## src/rtl/posit_defines.sv

```systemverilog
// Shared widths, latency and sequencer state type for the es=2 posit product
// accumulation path.
package posit_defines;

  // Serialized formats: bit 0 is the zero flag in both.
  localparam int POSIT_SERIALIZED_WIDTH_PRODUCT_ES2    = 32;
  localparam int POSIT_SERIALIZED_WIDTH_ACCUM_PROD_ES2 = 48;
  localparam int ACCUM_PROD_LAT_ES2                    = 16;

  typedef enum logic [2:0] {
    ST_IDLE   = 3'd0,
    ST_CLEAR  = 3'd1,
    ST_FEED   = 3'd2,
    ST_DRAIN  = 3'd3,
    ST_RESULT = 3'd4
  } accum_seq_state_t;

  function automatic logic [POSIT_SERIALIZED_WIDTH_ACCUM_PROD_ES2-1:0] accum_zero_result();
    return {{(POSIT_SERIALIZED_WIDTH_ACCUM_PROD_ES2-1){1'b0}}, 1'b1};
  endfunction

endpackage

```

## src/rtl/posit_accum_seq_16.sv

```systemverilog
// Sequencer that clears the es=2 product accumulator, feeds N products into its
// single live feedback slot, and returns the drained sum with a sticky truncation flag.
module posit_accum_seq_16
  import posit_defines::*;
#(
  parameter int ACC_LAT = ACCUM_PROD_LAT_ES2,
  parameter int LEN_W   = 16
) (
  input  logic                                             clk,
  input  logic                                             rst,
  input  logic                                             cmd_valid,
  output logic                                             cmd_ready,
  input  logic [LEN_W-1:0]                                 cmd_len,
  input  logic                                             prod_valid,
  output logic                                             prod_ready,
  input  logic [POSIT_SERIALIZED_WIDTH_PRODUCT_ES2-1:0]    prod_data,
  output logic [POSIT_SERIALIZED_WIDTH_PRODUCT_ES2-1:0]    acc_in1,
  output logic                                             acc_start,
  output logic                                             acc_rst,
  input  logic [POSIT_SERIALIZED_WIDTH_ACCUM_PROD_ES2-1:0] acc_result,
  input  logic                                             acc_done,
  input  logic                                             acc_truncated,
  output logic                                             res_valid,
  input  logic                                             res_ready,
  output logic [POSIT_SERIALIZED_WIDTH_ACCUM_PROD_ES2-1:0] res_data,
  output logic                                             res_truncated
);

  localparam int SLOT_W = (ACC_LAT > 1) ? $clog2(ACC_LAT) : 1;
  localparam logic [SLOT_W-1:0] SLOT_LAST = SLOT_W'(ACC_LAT - 1);

  accum_seq_state_t state_q, state_d;
  logic [LEN_W-1:0]  len_q, len_d;
  logic [LEN_W-1:0]  issued_q, issued_d;
  logic [LEN_W-1:0]  done_q, done_d;
  logic [SLOT_W-1:0] slot_q, slot_d;
  logic              clear_q, clear_d;
  logic              sticky_q, sticky_d;
  logic [POSIT_SERIALIZED_WIDTH_ACCUM_PROD_ES2-1:0] res_data_q, res_data_d;

  logic prod_ready_s;
  logic issue_s;
  logic done_s;
  logic last_done_s;

  // Handshake qualifiers and next-state computation for FSM, slot and counters.
  always_comb begin
    prod_ready_s = (state_q == ST_FEED) && (slot_q == {SLOT_W{1'b0}}) && (issued_q < len_q);
    issue_s      = prod_ready_s && prod_valid;
    done_s       = acc_done && ((state_q == ST_FEED) || (state_q == ST_DRAIN));
    last_done_s  = done_s && ((done_q + LEN_W'(1)) == len_q);

    state_d    = state_q;
    len_d      = len_q;
    issued_d   = issued_q;
    res_data_d = res_data_q;
    clear_d    = 1'b0;
    done_d     = done_s ? (done_q + LEN_W'(1)) : done_q;
    sticky_d   = done_s ? (sticky_q | acc_truncated) : sticky_q;

    // Slot 0 is the only live feedback slot; realign it as the clear pulse ends.
    if ((state_q == ST_CLEAR) || (slot_q == SLOT_LAST)) begin
      slot_d = {SLOT_W{1'b0}};
    end else begin
      slot_d = slot_q + SLOT_W'(1);
    end

    case (state_q)
      ST_IDLE: begin
        if (cmd_valid) begin
          len_d    = cmd_len;
          issued_d = {LEN_W{1'b0}};
          done_d   = {LEN_W{1'b0}};
          sticky_d = 1'b0;
          clear_d  = 1'b1;
          state_d  = ST_CLEAR;
        end else begin
          state_d = ST_IDLE;
        end
      end
      ST_CLEAR: begin
        if (len_q == {LEN_W{1'b0}}) begin
          res_data_d = accum_zero_result();
          state_d    = ST_RESULT;
        end else begin
          state_d = ST_FEED;
        end
      end
      ST_FEED: begin
        if (issue_s) begin
          issued_d = issued_q + LEN_W'(1);
          state_d  = ((issued_q + LEN_W'(1)) == len_q) ? ST_DRAIN : ST_FEED;
        end else begin
          state_d = ST_FEED;
        end
      end
      ST_DRAIN: begin
        if (last_done_s) begin
          res_data_d = acc_result;
          state_d    = ST_RESULT;
        end else begin
          state_d = ST_DRAIN;
        end
      end
      ST_RESULT: begin
        if (res_ready) begin
          state_d = ST_IDLE;
        end else begin
          state_d = ST_RESULT;
        end
      end
      default: begin
        state_d = ST_IDLE;
      end
    endcase
  end

  // Sequencer state, counters, clear pulse and result registers.
  always_ff @(posedge clk or posedge rst) begin
    if (rst) begin
      state_q    <= ST_IDLE;
      len_q      <= {LEN_W{1'b0}};
      issued_q   <= {LEN_W{1'b0}};
      done_q     <= {LEN_W{1'b0}};
      slot_q     <= {SLOT_W{1'b0}};
      clear_q    <= 1'b0;
      sticky_q   <= 1'b0;
      res_data_q <= {POSIT_SERIALIZED_WIDTH_ACCUM_PROD_ES2{1'b0}};
    end else begin
      state_q    <= state_d;
      len_q      <= len_d;
      issued_q   <= issued_d;
      done_q     <= done_d;
      slot_q     <= slot_d;
      clear_q    <= clear_d;
      sticky_q   <= sticky_d;
      res_data_q <= res_data_d;
    end
  end

  // The accumulator has no stall, so the issue strobe follows the handshake directly.
  assign cmd_ready     = (state_q == ST_IDLE) && !rst;
  assign prod_ready    = prod_ready_s;
  assign acc_start     = issue_s;
  assign acc_in1       = prod_data;
  assign acc_rst       = rst | clear_q;
  assign res_valid     = (state_q == ST_RESULT);
  assign res_data      = res_data_q;
  assign res_truncated = sticky_q;

endmodule
```

## config.mk

```make
export PLATFORM = sky130hd
export DESIGN_NAME = posit_accum_seq_16
export DESIGN_NICKNAME = d
export VERILOG_FILES = /design/src/rtl/posit_defines.sv /design/src/rtl/posit_accum_seq_16.sv
export SDC_FILE = /design/constraint.sdc
export NUM_CORES = 1
export LEC_CHECK = 0
export CORE_MARGIN = 8
export CORE_UTILIZATION = 64
export CTS_CLUSTER_DIAMETER = 30
export DETAILED_ROUTE_END_ITERATION = 8
export DONT_BUFFER_PORTS = 1
export HOLD_SLACK_MARGIN = 0.08
export PLACE_DENSITY_LB_ADDON = 0.15
export SYNTH_ARGS = -nofsm -noshare
export SYNTH_HDL_FRONTEND = slang
export SYNTH_SLANG_ARGS = --single-unit
```

## constraint.sdc

```tcl
create_clock -name clk -period 4.3 [get_ports clk]
set_input_delay 0 -clock clk [delete_from_list [all_inputs] [get_ports clk]]
set_output_delay 0 -clock clk [all_outputs]
set_load 0.05 [all_outputs]
```

# == After elaboration in Yosys (flattened, before gate mapping) ==
# Cells that the tools add are included.
# op_classes
n_addsub,3
magnitude_cmp,1
eq_ne,11
n_mux,22
bitwise_logic,2
n_reduce_logical,17
# ops
op,count
48-bit two-way mux,2
48-bit case mux with 2 select lines,1
16-bit two-way mux,5
"16-bit by 1-bit adder with 16-bit output, second input constant",2
16-bit equality test,2
16-bit case mux with 2 select lines,1
16-bit zero test,1
16-bit less-than comparator,1
3-bit case mux with 5 select lines,1
3-bit two-way mux,3
1-bit two-way mux,8
"3-bit by 2-bit equality test with 1-bit output, second input constant",2
1-bit logical AND,6
"2-bit != test, second input constant",3
3-bit AND reduction,2
"4-bit by 1-bit adder with 4-bit output, second input constant",1
"4-bit equality test, second input constant",1
4-bit zero test,1
4-bit two-way mux,1
2-bit nonzero test,2
"3-bit by 1-bit equality test with 1-bit output, second input constant",1
"3-bit equality test, second input constant",1
3-bit zero test,1
1-bit logical OR,2
other kinds (4),5
# totals
regBits,105
input_bits,103
elab_cells,64

# == Depth between registers and ports, before layout ==
# logic_depth
word_depth,6
depth_mapped,11

# == Worst setup path after synthesis ==
# Ideal clock, no wire load.
# synth_timing
kind,register to register
start,register done_q[0]
end,"register res_data_q[10], in the netlist res_data[10]"
setup_time_ps,127
arrival_time_ps,2571
setup_slack_ps,1602
path_stages_with_launch,11
path_buffers,2
cell_sequence,dfrtp_1 > ha_1 > nand2_1 > nor4_4 > mux2i_1 > nor4bb_1 > nand4_1 > nor3_2 > buf_6 > buf_8 > mux2_1
# synth_via
elab_chain_cells,5
# synth_lines
element,line_no,source
"start, declared",posit_accum_seq_16.sv:35,"logic [LEN_W-1:0] done_q, done_d;"
"start signal, assigned",posit_accum_seq_16.sv:124,done_q <= {LEN_W{1'b0}};
"start signal, assigned",posit_accum_seq_16.sv:133,done_q <= done_d;
16-bit by 1-bit adder with 16-bit output,posit_accum_seq_16.sv:51,last_done_s = done_s && ((done_q + LEN_W'(1)) == len_q);
16-bit equality test,posit_accum_seq_16.sv:51,
1-bit logical AND,posit_accum_seq_16.sv:51,
2-bit != test (no source line),-,
3-bit AND reduction (no source line),-,
"end signal, assigned",posit_accum_seq_16.sv:128,res_data_q <= {POSIT_SERIALIZED_WIDTH_ACCUM_PROD_ES2{1'b0}};
"end signal, assigned",posit_accum_seq_16.sv:137,res_data_q <= res_data_d;
"end, declared",posit_accum_seq_16.sv:39,"logic [POSIT_SERIALIZED_WIDTH_ACCUM_PROD_ES2-1:0] res_data_q, res_data_d;"
# Every way passes these cells.
# A chain may end at the register's enable or synchronous reset.

# == Worst setup path after layout ==
# layout_timing
start,register done_q[0]
end,"register res_data_q[33], in the netlist res_data[33]"
# Same word-level chain as after synthesis.

==> out/results.txt <==
Pre-Repair DR Iteration Count = 5
Internal power = 0.00151 W
Final ANT Viol Nets = 0
Die ar. = 0.0134 mm²
Max layer used = met4
Tmin final = 3.40 ns
Syn Nets = 783
Vias in the first global route = 5,318
Synth top cells by count = dfrtp_1 (105), nor2b_1 (54), nand2_1 (53)
Library cells used by synthesis = 61
Max-cap violations = 0
Post-CTS Resized = 0
Clock power frac = 32.7%
Placeable core area = 0.00973 mm²
Synth area leader = dfrtp_1
Pwr Density = 290 mW/mm²
Fin area = 0.00747 mm²
Initial Utilization = 65.5%
Largest family of logic cells by synthesized area = simple AND/OR/NAND/NOR gates
Post-DP HPWL = 11.3 mm
Die W = 116 µm
VDD IR max = 198 µV
CTS tree = yes
Clock root buffer = clkbuf_8
Clock sinks = 105
Overflow after GRT = 0
Clock Latency Late Sink = 0.37 ns
Nets = 840
Worst slew pin tran = 0.739 ns
Tcrit/Tclk final = 79.1%
CP Max Fanout = 49
Setup ws final = 0.899 ns
Outcome = completed
Ranking of synthesized cells by area = dfrtp_1 (41%), mux2_2 (6.7%), nor2b_1 (5.3%), xnor2_1 (4.8%), buf_4 (4.2%)
DP Worst Slack = 1.07 ns
Synthesized area = 0.00638 mm²
Layout cells sized above 1 = 10.5%
Vias post-DR = 5,146
Hold Worst Slack = 0.195 ns
Seq cells post-synth = 105
Metal2 WL = 8.91 mm
Sw Pwr = 0.000656 W
Clk buf depth = 2
Vias per inst = 6.02
Met3 wire length = 1.53 mm
Final Max Slew Viols = 0
Setup violators final = 0
Power share of the sequential group = 50.2%
Setup Crit Path Kind = reg -> reg
Switching Fraction = 30.3%
Seq/Total Area, Yosys = 41.2%
Startpoint types = register
DRC errors left = 0
Row cnt = 36
Slew HR = 50.8%
Ys flop type = dfrtp_1
Total track usage = 26.7%
IO Pins = 189
Post-synth top area share = 41.2%
Worst hold-check path type = in -> async
Die H = 116 µm
Warnings from Yosys = 0
Post-synthesis simple-gate area fraction = 20.1%
Cells after synthesis = 660
Crit path arrival time = 3.66 ns
RSZ-0062 raised after global routing = no
Routed wire length = 18.1 mm
CTS buffer count = 9
CTS clock-pin slew for the worst setup and hold paths = 0.11 ns
Largest net degree at the start of global routing = 59
Wl on met1 = 7.12 mm
Mux cell area share after synthesis = 9.11%
CP required = 4.56 ns
RePlAce Congestion = 0.914
Ys async rst share = 100%
Clk_skew = 0.0139 ns
Wire per inst = 21.2 µm
Tot Pwr = 0.00217 W
Compound-Gate Fraction of Synth Area = 10.4%
Drt first-iter violations = 400
Adder-cell share of the synthesized area = 3.92%
Syn Area/Cell = 9.66 µm²
Antenna cells = 0
Max Clock Freq = 294 MHz
Setup crit end kind = register
Initial antenna violation count = 0
Hold Vio Cnt, Final = 0
Syn-to-layout area delta = 17.1%
H-tree depth = 3
Combinational share of power = 17.1%
First-pass GRT wire length = 28.1 mm
Static Leakage = 3.37 nW
Placement Cell Area = 0.00621 mm²
Port-buffer cells = 0
XOR/XNOR share of the synthesized area = 7.28%
Number of synthesized flops with an enable pin = 0
Most used standard cell by instance count after synthesis = dfrtp_1
Setup Total Neg Slack = 0 ns
## power by group through the flow
stage	Clock [W]	Combinational, W	Sequential, W
2_1_floorplan	0	0.000302	0.00107
3_5_place_dp	0	0.000231	0.00111
6_report	0.000707	0.000371	0.00109
4_1_cts	0.000722	0.000368	0.00109
5_1_grt	0.000759	0.000400	0.00110
3_3_place_gp	0	0.000221	0.00110
## worst paths after layout
| kind | start | end | slack [ns] | cells after the start |
|---|---|---|---|---|
| worst max-delay path | done_q[0]$_DFF_PP0_ | res_data[33]$_DFFE_PP0P_ | 0.90 | 9 |
| worst min-delay path | rst | res_data[47]$_DFFE_PP0P_ | 0.20 | 2 |
| worst min register to register | slot_q[0]$_DFF_PP0_ | slot_q[0]$_DFF_PP0_ | 0.52 | 1 |
| max in group asynchronous | rst | len_q[5]$_DFFE_PP0P_ | 2.93 | 3 |
| min in group clk | rst | cmd_ready | 0.20 | 2 |
| worst max register to register | done_q[0]$_DFF_PP0_ | res_data[33]$_DFFE_PP0P_ | 0.90 | 9 |
## sequential cells by signal, indices dropped and copies added (netlist names)
signal and count:
clear_q 1, done_q 16, issued_q 16, len_q 16, res_data 48, res_truncated 1
slot_q 4, state_q 3
## placed cells by master (no fill, tap or decap), types with 7 or more instances in the layout
master / instances
dfrtp_1: 105
dlygate4sd3_1: 102
nor2b_1: 54
nand2_1: 53
o21ai_0: 43
mux2_2: 38
nor2_1: 36
xnor2_1: 35
inv_1: 29
ha_1: 20
a21oi_1: 19
xor2_1: 18
nand3_1: 14
nand4_1: 12
nor4_1: 10
mux2_1: 10
and2_1: 9
clkbuf_8: 9
nor3_1: 8
o211ai_1: 8
o31ai_1: 8
buf_4: 7
## stage by stage
| stage | instances | utilization (%) |
|---|---|---|
| detailed placement | 737 | 63.9 |
| CTS | 855 | 76.7 |
| finish | 855 | 76.7 |
| global route | 855 | 76.7 |
| global placement | 737 | 63.9 |
| floorplan | 660 | - |
## cells by family after synthesis
group / Yosys count
buffers and inverters: 93
adders and majority gates: 20
AOI/OAI and AO/OA: 105
xor gates and xnor gates: 53
DFF: 105
and+or+nand+nor: 232
muxes: 52
## final cells by class
| class | count | area [µm²] |
|---|---|---|
| Timing Repair Buffer | 109 | 1070 |
| Clock inverter | 7 | 108 |
| Inverter | 30 | 115 |
| Clock buffer | 9 | 124 |
| Multi-Input combinational cell | 462 | 3250 |
| Fill cell | 637 | 2260 |
| Tap cell | 133 | 166 |
| Sequential cell | 105 | 2630 |
## layer usage
layer / up-vias / GRT usage (%)
li1: 2368 / -
met1: 2478 / 31.6
met2: 257 / 45.1
met3: 43 / 5.78
met4: 0 / 13.1
met5: - / 0
## what timing repair did
item                                   CTS  global route
hold buffers                           102             0
buffers inserted                         0             0
setup endpoints to repair                0             0
endpoints found under the hold margin  155             0
## critical path, cell delays in order (launching register included)
cell and delay [ns]:
dfrtp_1 0.45, ha_1 0.34, xor2_1 0.15, a2111oi_2 0.33, o211ai_1 0.14, nor4_1 0.44, nand4_1 0.28, nor3_4 0.17
buf_4 0.53, mux2_2 0.44
(Power assumes the default switching activity.)
